**src/rtl/hazard_scoreboard_if.sv**
```systemverilog
// Hazard unit interface: D-stage operand/writer info in, stall and forwarding selects out.
// The pipeline side uses the master modport, the hazard unit the slave modport.
interface hazard_scoreboard_if #(
    parameter int STAGES = 3,
    parameter int TNEW_W = 2
);
    localparam int SEL_W = $clog2(STAGES + 1);

    logic              flush;
    logic [4:0]        d_rs;
    logic [4:0]        d_rt;
    logic [TNEW_W-1:0] rs_tuse;
    logic [TNEW_W-1:0] rt_tuse;
    logic              d_we;
    logic [4:0]        d_dst;
    logic [TNEW_W-1:0] d_tnew;
    logic              d_is_mdu;
    logic              d_mdu_start;
    logic              d_mdu_div;

    logic              stall;
    logic              mdu_busy;
    logic [SEL_W-1:0]  fwd_rs_d;
    logic [SEL_W-1:0]  fwd_rt_d;
    logic [SEL_W-1:0]  fwd_rs_e;
    logic [SEL_W-1:0]  fwd_rt_e;
    logic [SEL_W-1:0]  fwd_rt_m;

    modport master (
        output flush, d_rs, d_rt, rs_tuse, rt_tuse, d_we, d_dst, d_tnew,
               d_is_mdu, d_mdu_start, d_mdu_div,
        input  stall, mdu_busy, fwd_rs_d, fwd_rt_d, fwd_rs_e, fwd_rt_e, fwd_rt_m
    );

    modport slave (
        input  flush, d_rs, d_rt, rs_tuse, rt_tuse, d_we, d_dst, d_tnew,
               d_is_mdu, d_mdu_start, d_mdu_div,
        output stall, mdu_busy, fwd_rs_d, fwd_rt_d, fwd_rs_e, fwd_rt_e, fwd_rt_m
    );
endinterface

```
**src/rtl/hazard_scoreboard.sv**
```systemverilog
// Scoreboard hazard unit: shift queue of in-flight writers drives stall and D/E/M forward selects.
// Optional HI/LO busy counter is built only when HAZARD_MDU_EN is defined.
module hazard_scoreboard #(
    parameter int STAGES   = 3,
    parameter int TNEW_W   = 2,
    parameter int MULT_LAT = 5,
    parameter int DIV_LAT  = 10
) (
    input logic              clk,
    input logic              reset,
    hazard_scoreboard_if.slave hz
);
    localparam int SEL_W = $clog2(STAGES + 1);

    // Entry 1 is E, entry STAGES is W.
    logic              valid_q [1:STAGES];
    logic              valid_d [1:STAGES];
    logic [4:0]        dst_q   [1:STAGES];
    logic [4:0]        dst_d   [1:STAGES];
    logic [TNEW_W-1:0] tnew_q  [1:STAGES];
    logic [TNEW_W-1:0] tnew_d  [1:STAGES];
    logic [4:0]        rs_q    [1:STAGES];
    logic [4:0]        rs_d    [1:STAGES];
    logic [4:0]        rt_q    [1:STAGES];
    logic [4:0]        rt_d    [1:STAGES];

    logic stall_w;
    logic issue_en;
    logic mdu_busy_w;
    logic mdu_stall;

    assign issue_en = !stall_w && !hz.flush;

    always_comb begin
        valid_d[1] = issue_en && hz.d_we && (hz.d_dst != 5'd0);
        dst_d[1]   = issue_en ? hz.d_dst  : 5'd0;
        tnew_d[1]  = issue_en ? hz.d_tnew : '0;
        rs_d[1]    = issue_en ? hz.d_rs   : 5'd0;
        rt_d[1]    = issue_en ? hz.d_rt   : 5'd0;
        for (int k = 2; k <= STAGES; k++) begin
            valid_d[k] = valid_q[k-1];
            dst_d[k]   = dst_q[k-1];
            tnew_d[k]  = (tnew_q[k-1] != '0) ? tnew_q[k-1] - TNEW_W'(1) : '0;
            rs_d[k]    = rs_q[k-1];
            rt_d[k]    = rt_q[k-1];
        end
    end

    always_ff @(posedge clk) begin
        if (reset) begin
            for (int k = 1; k <= STAGES; k++) begin
                valid_q[k] <= 1'b0;
                dst_q[k]   <= 5'd0;
                tnew_q[k]  <= '0;
                rs_q[k]    <= 5'd0;
                rt_q[k]    <= 5'd0;
            end
        end else begin
            for (int k = 1; k <= STAGES; k++) begin
                valid_q[k] <= valid_d[k];
                dst_q[k]   <= dst_d[k];
                tnew_q[k]  <= tnew_d[k];
                rs_q[k]    <= rs_d[k];
                rt_q[k]    <= rt_d[k];
            end
        end
    end

    logic [STAGES:1] ready;
    logic [STAGES:1] hit_rs_d;
    logic [STAGES:1] hit_rt_d;
    logic [STAGES:1] late_rs;
    logic [STAGES:1] late_rt;
    logic [STAGES:1] hit_rs_e;
    logic [STAGES:1] hit_rt_e;
    logic [STAGES:1] hit_rt_m;

    genvar gi;
    generate
        for (gi = 1; gi <= STAGES; gi++) begin : g_ent
            logic live;
            assign live         = valid_q[gi] && (dst_q[gi] != 5'd0);
            assign ready[gi]    = (tnew_q[gi] == '0);
            assign hit_rs_d[gi] = live && (dst_q[gi] == hz.d_rs);
            assign hit_rt_d[gi] = live && (dst_q[gi] == hz.d_rt);
            assign late_rs[gi]  = hit_rs_d[gi] && (hz.rs_tuse < tnew_q[gi]);
            assign late_rt[gi]  = hit_rt_d[gi] && (hz.rt_tuse < tnew_q[gi]);
            // E consumer is entry 1 itself, M consumer is entry 2: only older entries can feed them.
            assign hit_rs_e[gi] = (gi >= 2) && live && (dst_q[gi] == rs_q[1]);
            assign hit_rt_e[gi] = (gi >= 2) && live && (dst_q[gi] == rt_q[1]);
            assign hit_rt_m[gi] = (gi >= 3) && live && (dst_q[gi] == rt_q[2]);
        end
    endgenerate

    // Youngest match decides; if it is still pending, an older ready entry must not be used.
    function automatic logic [SEL_W-1:0] pick(input logic [STAGES:1] hit,
                                              input logic [STAGES:1] rdy);
        logic [SEL_W-1:0] sel;
        sel = '0;
        for (int k = STAGES; k >= 1; k--) begin
            if (hit[k]) begin
                sel = rdy[k] ? SEL_W'(k) : '0;
            end
        end
        return sel;
    endfunction

`ifdef HAZARD_MDU_EN
    localparam int LAT_MAX = (DIV_LAT > MULT_LAT) ? DIV_LAT : MULT_LAT;
    localparam int CNT_W   = $clog2(LAT_MAX + 1);

    logic [CNT_W-1:0] cnt_q;
    logic [CNT_W-1:0] cnt_d;

    always_comb begin
        cnt_d = cnt_q;
        if (issue_en && hz.d_mdu_start) begin
            cnt_d = hz.d_mdu_div ? CNT_W'(DIV_LAT) : CNT_W'(MULT_LAT);
        end else if (cnt_q != '0) begin
            cnt_d = cnt_q - CNT_W'(1);
        end
    end

    always_ff @(posedge clk) begin
        if (reset) begin
            cnt_q <= '0;
        end else begin
            cnt_q <= cnt_d;
        end
    end

    assign mdu_busy_w = (cnt_q != '0);
    assign mdu_stall  = hz.d_is_mdu && mdu_busy_w;
`else
    logic unused_mdu;
    assign unused_mdu = ^{hz.d_is_mdu, hz.d_mdu_start, hz.d_mdu_div,
                          (MULT_LAT > 0), (DIV_LAT > 0)};
    assign mdu_busy_w = 1'b0;
    assign mdu_stall  = 1'b0;
`endif

    assign stall_w     = (|late_rs) || (|late_rt) || mdu_stall;
    assign hz.stall    = stall_w;
    assign hz.mdu_busy = mdu_busy_w;
    assign hz.fwd_rs_d = pick(hit_rs_d, ready);
    assign hz.fwd_rt_d = pick(hit_rt_d, ready);
    assign hz.fwd_rs_e = pick(hit_rs_e, ready);
    assign hz.fwd_rt_e = pick(hit_rt_e, ready);
    assign hz.fwd_rt_m = pick(hit_rt_m, ready);
endmodule

```
**src/flat_wrapper.sv**
```systemverilog
// flat-port wrapper written by rule: the top's interface ports become plain ports
module hazard_scoreboard_flat 
#(
    parameter int STAGES   = 3,
    parameter int TNEW_W   = 2,
    parameter int MULT_LAT = 5,
    parameter int DIV_LAT  = 10
)
  (clk, reset, hz_flush, hz_d_rs, hz_d_rt, hz_rs_tuse, hz_rt_tuse, hz_d_we, hz_d_dst, hz_d_tnew, hz_d_is_mdu, hz_d_mdu_start, hz_d_mdu_div, hz_stall, hz_mdu_busy, hz_fwd_rs_d, hz_fwd_rt_d, hz_fwd_rs_e, hz_fwd_rt_e, hz_fwd_rt_m);
  hazard_scoreboard_if #(.STAGES(STAGES), .TNEW_W(TNEW_W)) hz_i ();
  input logic clk;
  input logic reset;
  input wire logic [$bits(hz_i.flush)-1:0] hz_flush;
  input wire logic [$bits(hz_i.d_rs)-1:0] hz_d_rs;
  input wire logic [$bits(hz_i.d_rt)-1:0] hz_d_rt;
  input wire logic [$bits(hz_i.rs_tuse)-1:0] hz_rs_tuse;
  input wire logic [$bits(hz_i.rt_tuse)-1:0] hz_rt_tuse;
  input wire logic [$bits(hz_i.d_we)-1:0] hz_d_we;
  input wire logic [$bits(hz_i.d_dst)-1:0] hz_d_dst;
  input wire logic [$bits(hz_i.d_tnew)-1:0] hz_d_tnew;
  input wire logic [$bits(hz_i.d_is_mdu)-1:0] hz_d_is_mdu;
  input wire logic [$bits(hz_i.d_mdu_start)-1:0] hz_d_mdu_start;
  input wire logic [$bits(hz_i.d_mdu_div)-1:0] hz_d_mdu_div;
  output wire logic [$bits(hz_i.stall)-1:0] hz_stall;
  output wire logic [$bits(hz_i.mdu_busy)-1:0] hz_mdu_busy;
  output wire logic [$bits(hz_i.fwd_rs_d)-1:0] hz_fwd_rs_d;
  output wire logic [$bits(hz_i.fwd_rt_d)-1:0] hz_fwd_rt_d;
  output wire logic [$bits(hz_i.fwd_rs_e)-1:0] hz_fwd_rs_e;
  output wire logic [$bits(hz_i.fwd_rt_e)-1:0] hz_fwd_rt_e;
  output wire logic [$bits(hz_i.fwd_rt_m)-1:0] hz_fwd_rt_m;
  assign hz_i.flush = hz_flush;
  assign hz_i.d_rs = hz_d_rs;
  assign hz_i.d_rt = hz_d_rt;
  assign hz_i.rs_tuse = hz_rs_tuse;
  assign hz_i.rt_tuse = hz_rt_tuse;
  assign hz_i.d_we = hz_d_we;
  assign hz_i.d_dst = hz_d_dst;
  assign hz_i.d_tnew = hz_d_tnew;
  assign hz_i.d_is_mdu = hz_d_is_mdu;
  assign hz_i.d_mdu_start = hz_d_mdu_start;
  assign hz_i.d_mdu_div = hz_d_mdu_div;
  assign hz_stall = hz_i.stall;
  assign hz_mdu_busy = hz_i.mdu_busy;
  assign hz_fwd_rs_d = hz_i.fwd_rs_d;
  assign hz_fwd_rt_d = hz_i.fwd_rt_d;
  assign hz_fwd_rs_e = hz_i.fwd_rs_e;
  assign hz_fwd_rt_e = hz_i.fwd_rt_e;
  assign hz_fwd_rt_m = hz_i.fwd_rt_m;
  hazard_scoreboard #(.STAGES(STAGES), .TNEW_W(TNEW_W), .MULT_LAT(MULT_LAT), .DIV_LAT(DIV_LAT)) u_core (.clk(clk), .reset(reset), .hz(hz_i));
endmodule
```
**config.mk**
```make
export PLATFORM = sky130hd
export DESIGN_NAME = hazard_scoreboard_flat
export DESIGN_NICKNAME = d
export VERILOG_FILES = /design/src/rtl/hazard_scoreboard_if.sv /design/src/rtl/hazard_scoreboard.sv /design/src/flat_wrapper.sv
export SDC_FILE = /design/constraint.sdc
export NUM_CORES = 1
export LEC_CHECK = 0
export ABC_AREA = 1
export ABC_CLOCK_PERIOD_IN_PS = 1400
export CELL_PAD_IN_SITES_DETAIL_PLACEMENT = 1
export CELL_PAD_IN_SITES_GLOBAL_PLACEMENT = 1
export CORE_MARGIN = 10
export CORE_UTILIZATION = 35
export DETAILED_ROUTE_END_ITERATION = 16
export PLACE_DENSITY_LB_ADDON = 0.08
export SLEW_MARGIN = 5
export SYNTH_ARGS = -nofsm -noshare
export SYNTH_HDL_FRONTEND = slang
export SYNTH_SLANG_ARGS = --single-unit
```
**constraint.sdc**
```tcl
create_clock -name clk -period 1.4 [get_ports clk]
set_input_delay 0.21 -clock clk [delete_from_list [all_inputs] [get_ports clk]]
set_output_delay 0.21 -clock clk [all_outputs]
set_load 0.01 [all_outputs]
```
### Yosys cells after proc, flatten, opt, wreduce, memory -nomap -nowiden

Memories as Yosys holds them, arrays and structs flattened.
Cells that the tools add are included.

| word-level totals | value |
|---|---|
| bits in registers | 0 |
| RAM bits | 54 |
| output and inout port bits | 12 |
| memories | 5 |

Memory list:

| memory | depth | bits a word | rd ports | clocked after Yosys merged registers in | wr ports | line | source |
|---|---|---|---|---|---|---|---|
| u_core.dst_q | 3 | 5 | 3 | 0 | 3 | hazard_scoreboard.sv:18 | `logic [4:0] dst_q [1:STAGES];` |
| u_core.rs_q | 3 | 5 | 2 | 0 | 3 | hazard_scoreboard.sv:22 | `logic [4:0] rs_q [1:STAGES];` |
| u_core.rt_q | 3 | 5 | 2 | 0 | 3 | hazard_scoreboard.sv:24 | `logic [4:0] rt_q [1:STAGES];` |
| u_core.tnew_q | 3 | 2 | 3 | 0 | 3 | hazard_scoreboard.sv:20 | `logic [TNEW_W-1:0] tnew_q [1:STAGES];` |
| u_core.valid_q | 3 | 1 | 3 | 0 | 3 | hazard_scoreboard.sv:16 | `logic valid_q [1:STAGES];` |

| cells by class | value |
|---|---|
| add/subtract/negate cells | 2 |
| $lt $le $gt $ge | 6 |
| equality and inequality tests | 11 |
| mux-type cells | 38 |
| bitwise logic cells | 15 |
| reductions and logical operators | 37 |

Operator list:

| operator | count |
|---|---|
| $mux W5 | 12 |
| $eq A5 B5 Y1 | 11 |
| $mux W2 | 19 |
| $logic_and A1 B1 Y1 | 23 |
| $reduce_bool A5 Y1 | 4 |
| $or A1 B1 Y1 | 15 |
| $lt A2 B2 Y1 | 6 |
| $mux W1 | 7 |
| $logic_not A2 Y1 | 3 |
| $reduce_or A3 Y1 | 2 |
| $reduce_bool A2 Y1 | 2 |
| $sub A2 B1 Y2 const B | 2 |
| $logic_not A1 Y1 | 2 |
| $logic_or A1 B1 Y1 | 1 |

### Logic depth before layout (Yosys ltp)

Gate-level depths: netlist (run 1).
An unclocked memory read counts as a cell.

| depth | value |
|---|---|
| depth in word-level cells | 12 |
| gate-level depth with buffers | 12 |
| gate-level depth less buffers | 10 |

### Worst setup path after synthesis (run 1)

No wires, ideal clock.

| timing path | value |
|---|---|
| kind | register to output |
| from | register u_core.dst_q[0][17] (netlist name) |
| to | output port hz_fwd_rt_m[1] |
| arrival time | 1.672 ns |
| data required time | 1.190 ns |
| path slack | -0.482 ns |
| cell stages (with the launch flop) | 7 |
| cells stage by stage | dfxtp_1 buf_6 xor2_1 nor2_1 nand3_1 a2111oi_0 buf_4 |

RTL lines:

| element | line | source |
|---|---|---|
| end: declaration | flat_wrapper.sv:30 | `output wire logic [$bits(hz_i.fwd_rt_m)-1:0] hz_fwd_rt_m;` |

==> flow_summary.ini, run 1 <==
[cts]
cts_sinks = 39
cts_max_level = 2
clkTransAtPathRegs_ps = 90
insertion_delay_ps = 300
numCtsBuffers = 5
clockRootBuffer = clkbuf_8
cts_tree = done
clock_path_buffers = 2

[place]
placedInstanceArea_mm2 = 0.003251
dp_slack_ps = -1023
routabilityCongestion = 0.8475
hpwl_mm = 6.153
dp.cells = 486
portBuffers = 35

[synth]
netlist_area_mm2 = 0.002406
netlist.area_leader.share = 0.3245
yosys.area.top_type = dfxtp_1
synth_edf_count = 0
ys_ff_latch = 39
yosysSeqAreaShare = 0.3245
netlist_top_cells_area = dfxtp_1, nand2_1, xor2_1
syn_inst = 325
yosysWarnings = 0
synth-main-ff-cell = dfxtp_1
ys_types = 30
syn_area_per_cell_um2 = 7.403
syn_nets = 361
ys_async_sr_fraction = 0

[sta]
fin_crit_ps = 1929
setup_viol = 29
finalHoldViolCount = 0
fin_setup_tns_ps = -12030
timing.fmax_mhz = 518.5
setup_slack_ps = -528.5
skew_ps = 10.25
rsz0062_at_grt = true
fin_crit_sh = 1.378
slew_viol_final = 0

[worst_setup_path]
path_buf_inv = 2
cpPeakStageDelay_ps = 370
worst_path_max_delay_cell = dfxtp_4
cp_top_family = simple AND/OR/NAND/NOR gates
crit_top_cell = nand2_1
cp-start-kind = flip-flop
cp_cell_sequence = buf_4, xor2_1, nor2_1, and3_1, nor2_2, nand2_1, nand2_1, buf_2
arrival_ps = 1720
path_class = flip-flop to primary output
reg2reg_slack_ps = -400
path_max_fanout = 4
worstReg2RegStart = u_core.dst_q[0][19]
critPathCaptureType = primary output
r2r_end = u_core.dst_q[0][8]
cp.required_ps = 1190
ff2ff_path_depth = 13

[detailed_routing]
vias_per_cell = 4.704
drc = 0
drtPass1Iterations = 4
wl_per_cell_um = 16.85
finalWirelength_mm = 8.425
drt_iter0_markers = 45
vias = 2352
final_antenna_net_count = 0

[finish]
fin_area_mm2 = 0.003672
nets = 455
ff_latch_area_um2 = 823.3
final_common_cell = buf_4
nFillCells = 828
multi_input_area_mm2 = 0.001553
area_delta_synth_final_pct = 52.63
stdcell_count = 500
final_cell_mix = buf_4, nand2_1, inv_1
antenna_cells = 0
drive_above_1_share = 0.4143

[floorplan]
ios = 40
row_count = 30
die-area_mm2 = 0.01059
die_y_um = 102.9
coreArea_mm2 = 0.006719
die_w_um = 102.9
start_util = 0.3581

[pwr]
leakagePower_nw = 1.743
finalPower_mw = 2.758
power_density_mw_per_mm2 = 751.0
ir_worst_vdd_mv = 0.4526

[min_path]
hold_start = hz_d_rt[1]
hold_class = primary input to flip-flop
min_path_cells = 3
min_to = u_core.rt_q[1][1]

[job]
cap_violations = 0

[global_route]
grt_pass1_vias = 2600
overflow = 0
antenna_found_initial = 0
grt_usage = 0.1587
grt_max_degree = 22
grt_pass1_wl_mm = 12.95

[outcome]
violations = negative setup slack
status = complete, but fails checks
## registers in the layout, indices dropped and copies added (netlist names)
| register | cells |
|---|---|
| u_core.rs_q | 5 |
| u_core.tnew_q | 6 |
| u_core.valid_q | 3 |
| u_core.dst_q | 15 |
| u_core.rt_q | 10 |
## metrics by stage
step	utilization	hold WS, ps
after detailed placement	0.4838	431.9
after global placement	0.4838	431.8
final	0.5466	385.4
after floorplan	-	286.8
after CTS	0.5134	362.6
after global routing	0.5466	403.5
## worst max path at each step
stage,startpoint,end,depth (start not counted)
5_1_grt,u_core.dst_q[0][13],hz_fwd_rs_d[1],8
4_1_cts,u_core.dst_q[0][12],hz_fwd_rs_e[1],7
3_5_place_dp,hz_d_rt[2],hz_fwd_rt_d[0],9
2_1_floorplan,u_core.dst_q[0][17],hz_fwd_rt_m[1],6
6_report,u_core.dst_q[0][13],hz_fwd_rs_d[1],8
3_3_place_gp,hz_d_rt[2],hz_fwd_rt_d[0],9
## synth_stat cells, types with 9 or more instances
cell type  number
xor2_1         23
inv_1          41
nor2_1         46
nand4_1        11
xnor2_1        11
nor2_4         11
inv_2          11
a21oi_1         9
dfxtp_1        39
nand3_1        10
nand2_1        55
## report_power, final
group          internal (mW)  switching, mW
clock                  0.577          0.417
sequential              1.13         0.0423
combinational          0.281          0.307
total                   1.99          0.766
## area by class of cell
| cell class | instances | area share |
|---|---|---|
| Clock buffer | 6 | 0.02249 |
| Clock inverter | 2 | 0.009540 |
| Inverter | 52 | 0.05520 |
| Multi-Input combinational cell | 221 | 0.4228 |
| Sequential cell | 39 | 0.2242 |
| Tap cell | 80 | 0.02726 |
| Timing Repair Buffer | 100 | 0.2385 |
## per-layer routing
layer | track usage | share of wire
met1 | 0.1880 | 0.42
met2 | 0.2784 | 0.53
met3 | 0.03418 | 0.037
met4 | 0.04813 | 0.014
met5 | 0 | 0
## tightest hold or removal path, cell delays in order
cell           delay, ps
dlygate4sd2_1        220
inv_1                110
nor2_4               110
## logic make-up after synthesis
| kind of cell | synth area share |
|---|---|
| AO/OA/AOI/OAI | 0.04316 |
| XOR/XNOR | 0.1238 |
| adder cells (fa/ha/maj) | 0.04160 |
| buffers and inverters | 0.1284 |
| flip-flops | 0.3245 |
| other | 0.001559 |
| AND/OR/NAND/NOR | 0.3370 |
## repair_timing
action / in CTS / in global routing
setup endpoints to repair: 29 / 29
buffers inserted: 3 / 2
resized for setup: 94 / 55
pin swaps: 15 / 25
hold buffers: 0 / 0
gates cloned: 1 / 0
(Power assumes the default switching activity.)
==> run 2, diff against run 1 <==
Settings changed: SLEW_MARGIN 5 to 30.
==> results of run 2 <==
No change in the layout: final DEF, timing and power equal those of run 1.
==> run 3, diff against run 2 <==
Settings changed: CORE_MARGIN 10 to 2, SETUP_SLACK_MARGIN set to 0.15.
==> flow_summary.ini, run 3 (same netlist as run 1, synthesis figures left out) <==
[place]
portBuffers = 35
hpwl_mm = 5.955
dp_slack_ps = -988.2
routabilityCongestion = 0.8326
dp.cells = 480

[finish]
nets = 461
stdcell_count = 506
largest_reg_flops = 15
area_delta_synth_final_pct = 56.63
reg_top3 = u_core.dst_q (15), u_core.rt_q (10), u_core.tnew_q (6)
largest_register = u_core.dst_q
drive_above_1_share = 0.4366
antenna_cells = 0
final_cell_mix = buf_4, nand2_1, inv_1
final_common_cell = buf_4

[floorplan]
ios = 40
coreArea_mm2 = 0.006719
die_y_um = 86.91
die-area_mm2 = 0.007553
start_util = 0.3581
row_count = 30
die_w_um = 86.91

[detailed_routing]
drc = 0
topRoutingLayerUsed = met4
final_antenna_net_count = 0
vias_per_cell = 4.737
met3WireLength_um = 220
met2_length_mm = 4.166
drt_iter0_markers = 73
finalWirelength_mm = 7.906
met1Wirelength_mm = 3.392
vias = 2397
drtPass1Iterations = 4
wl_per_cell_um = 15.62

[sta]
fin_setup_tns_ps = -12090
timing.fmax_mhz = 515.8
setup_slack_ps = -538.8
rsz0062_at_grt = true
fin_crit_ps = 1939
setup_viol = 29
finalHoldViolCount = 0
holdWs_ps = 386.1
slew_viol_final = 0
fin_crit_sh = 1.385
skew_ps = 4.437

[worst_setup_path]
cp-start-kind = flip-flop
arrival_ps = 1730
cp.required_ps = 1190
critPathCaptureType = primary output
path_class = flip-flop to primary output
path_max_fanout = 3

[cts]
numCtsBuffers = 5
insertion_delay_ps = 290
clockRootBuffer = clkbuf_8
cts_tree = done
clock_path_buffers = 2
cts_hold_buf = 0
cts_sinks = 39
cts_max_level = 2
clkTransAtPathRegs_ps = 80

[global_route]
antenna_found_initial = 0
overflow = 0
grt_max_degree = 22
grt_usage = 0.2173
grt_pass1_vias = 2526
grt_pass1_wl_mm = 12.41

[outcome]
violations = negative setup slack
status = complete, but fails checks

[pwr]
power_density_mw_per_mm2 = 704.5
finalPower_mw = 2.655
leakagePower_nw = 1.793
ir_worst_vdd_mv = 0.6072

[job]
cap_violations = 0

[min_path]
hold_class = primary input to flip-flop
run 3: critical path, cell delays in order (launching register included):
cell and delay (ps):
dfxtp_4 370, buf_6 120, xor2_1 150, nor2_1 180, buf_4 140, nand4_1 160, a21oi_2 170, buf_2 140
run 3: metal layers:
metal | global-route usage | vias to the layer above
met3 | 0.04265 | 8
met5 | 0 | -
li1 | - | 1200
met4 | 0.04830 | 0
met1 | 0.2631 | 1151
met2 | 0.3949 | 38
run 3: path summary, 6_finish.rpt:
kind / startpoint / to / slack (ps) / cells after the start
worst max-delay path: u_core.dst_q[0][17] / hz_fwd_rt_d[1] / -540 / 7
worst min-delay path: hz_d_rt[3] / u_core.rt_q[1][3] / 390 / 4
worst max register to register: u_core.dst_q[0][15] / u_core.valid_q[0][1] / -410 / 14
worst min register to register: u_core.valid_q[0][1] / u_core.valid_q[0][2] / 430 / 2
run 3: timing repair:
action,CTS,global route
pin swaps,29,20
resized for setup,114,27
setup buffers,13,5
endpoints found under the setup margin,29,29
run 3: area by class of cell:
class                           count  area (um2)
Clock buffer                        8       100.1
Fill cell                         806        2950
Inverter                           52       202.7
Multi-Input combinational cell    221        1597
Sequential cell                    39       812.0
Tap cell                           80       100.1
Timing Repair Buffer              106       957.2
run 3: power by group:
part | internal [mW] | switching [mW] | total [mW] | leakage (nW)
combinational | 0.297 | 0.312 | 0.609 | 1.42
clock | 0.451 | 0.420 | 0.871 | 0.0515
sequential | 1.14 | 0.0383 | 1.18 | 0.326
run 3: through the flow:
step                      utilization  area (um2)
after floorplan                     -        2512
after global placement         0.4877        3277
after detailed placement       0.4877        3277
after CTS                      0.5384        3617
after global routing           0.5609        3769
final                          0.5609        3769
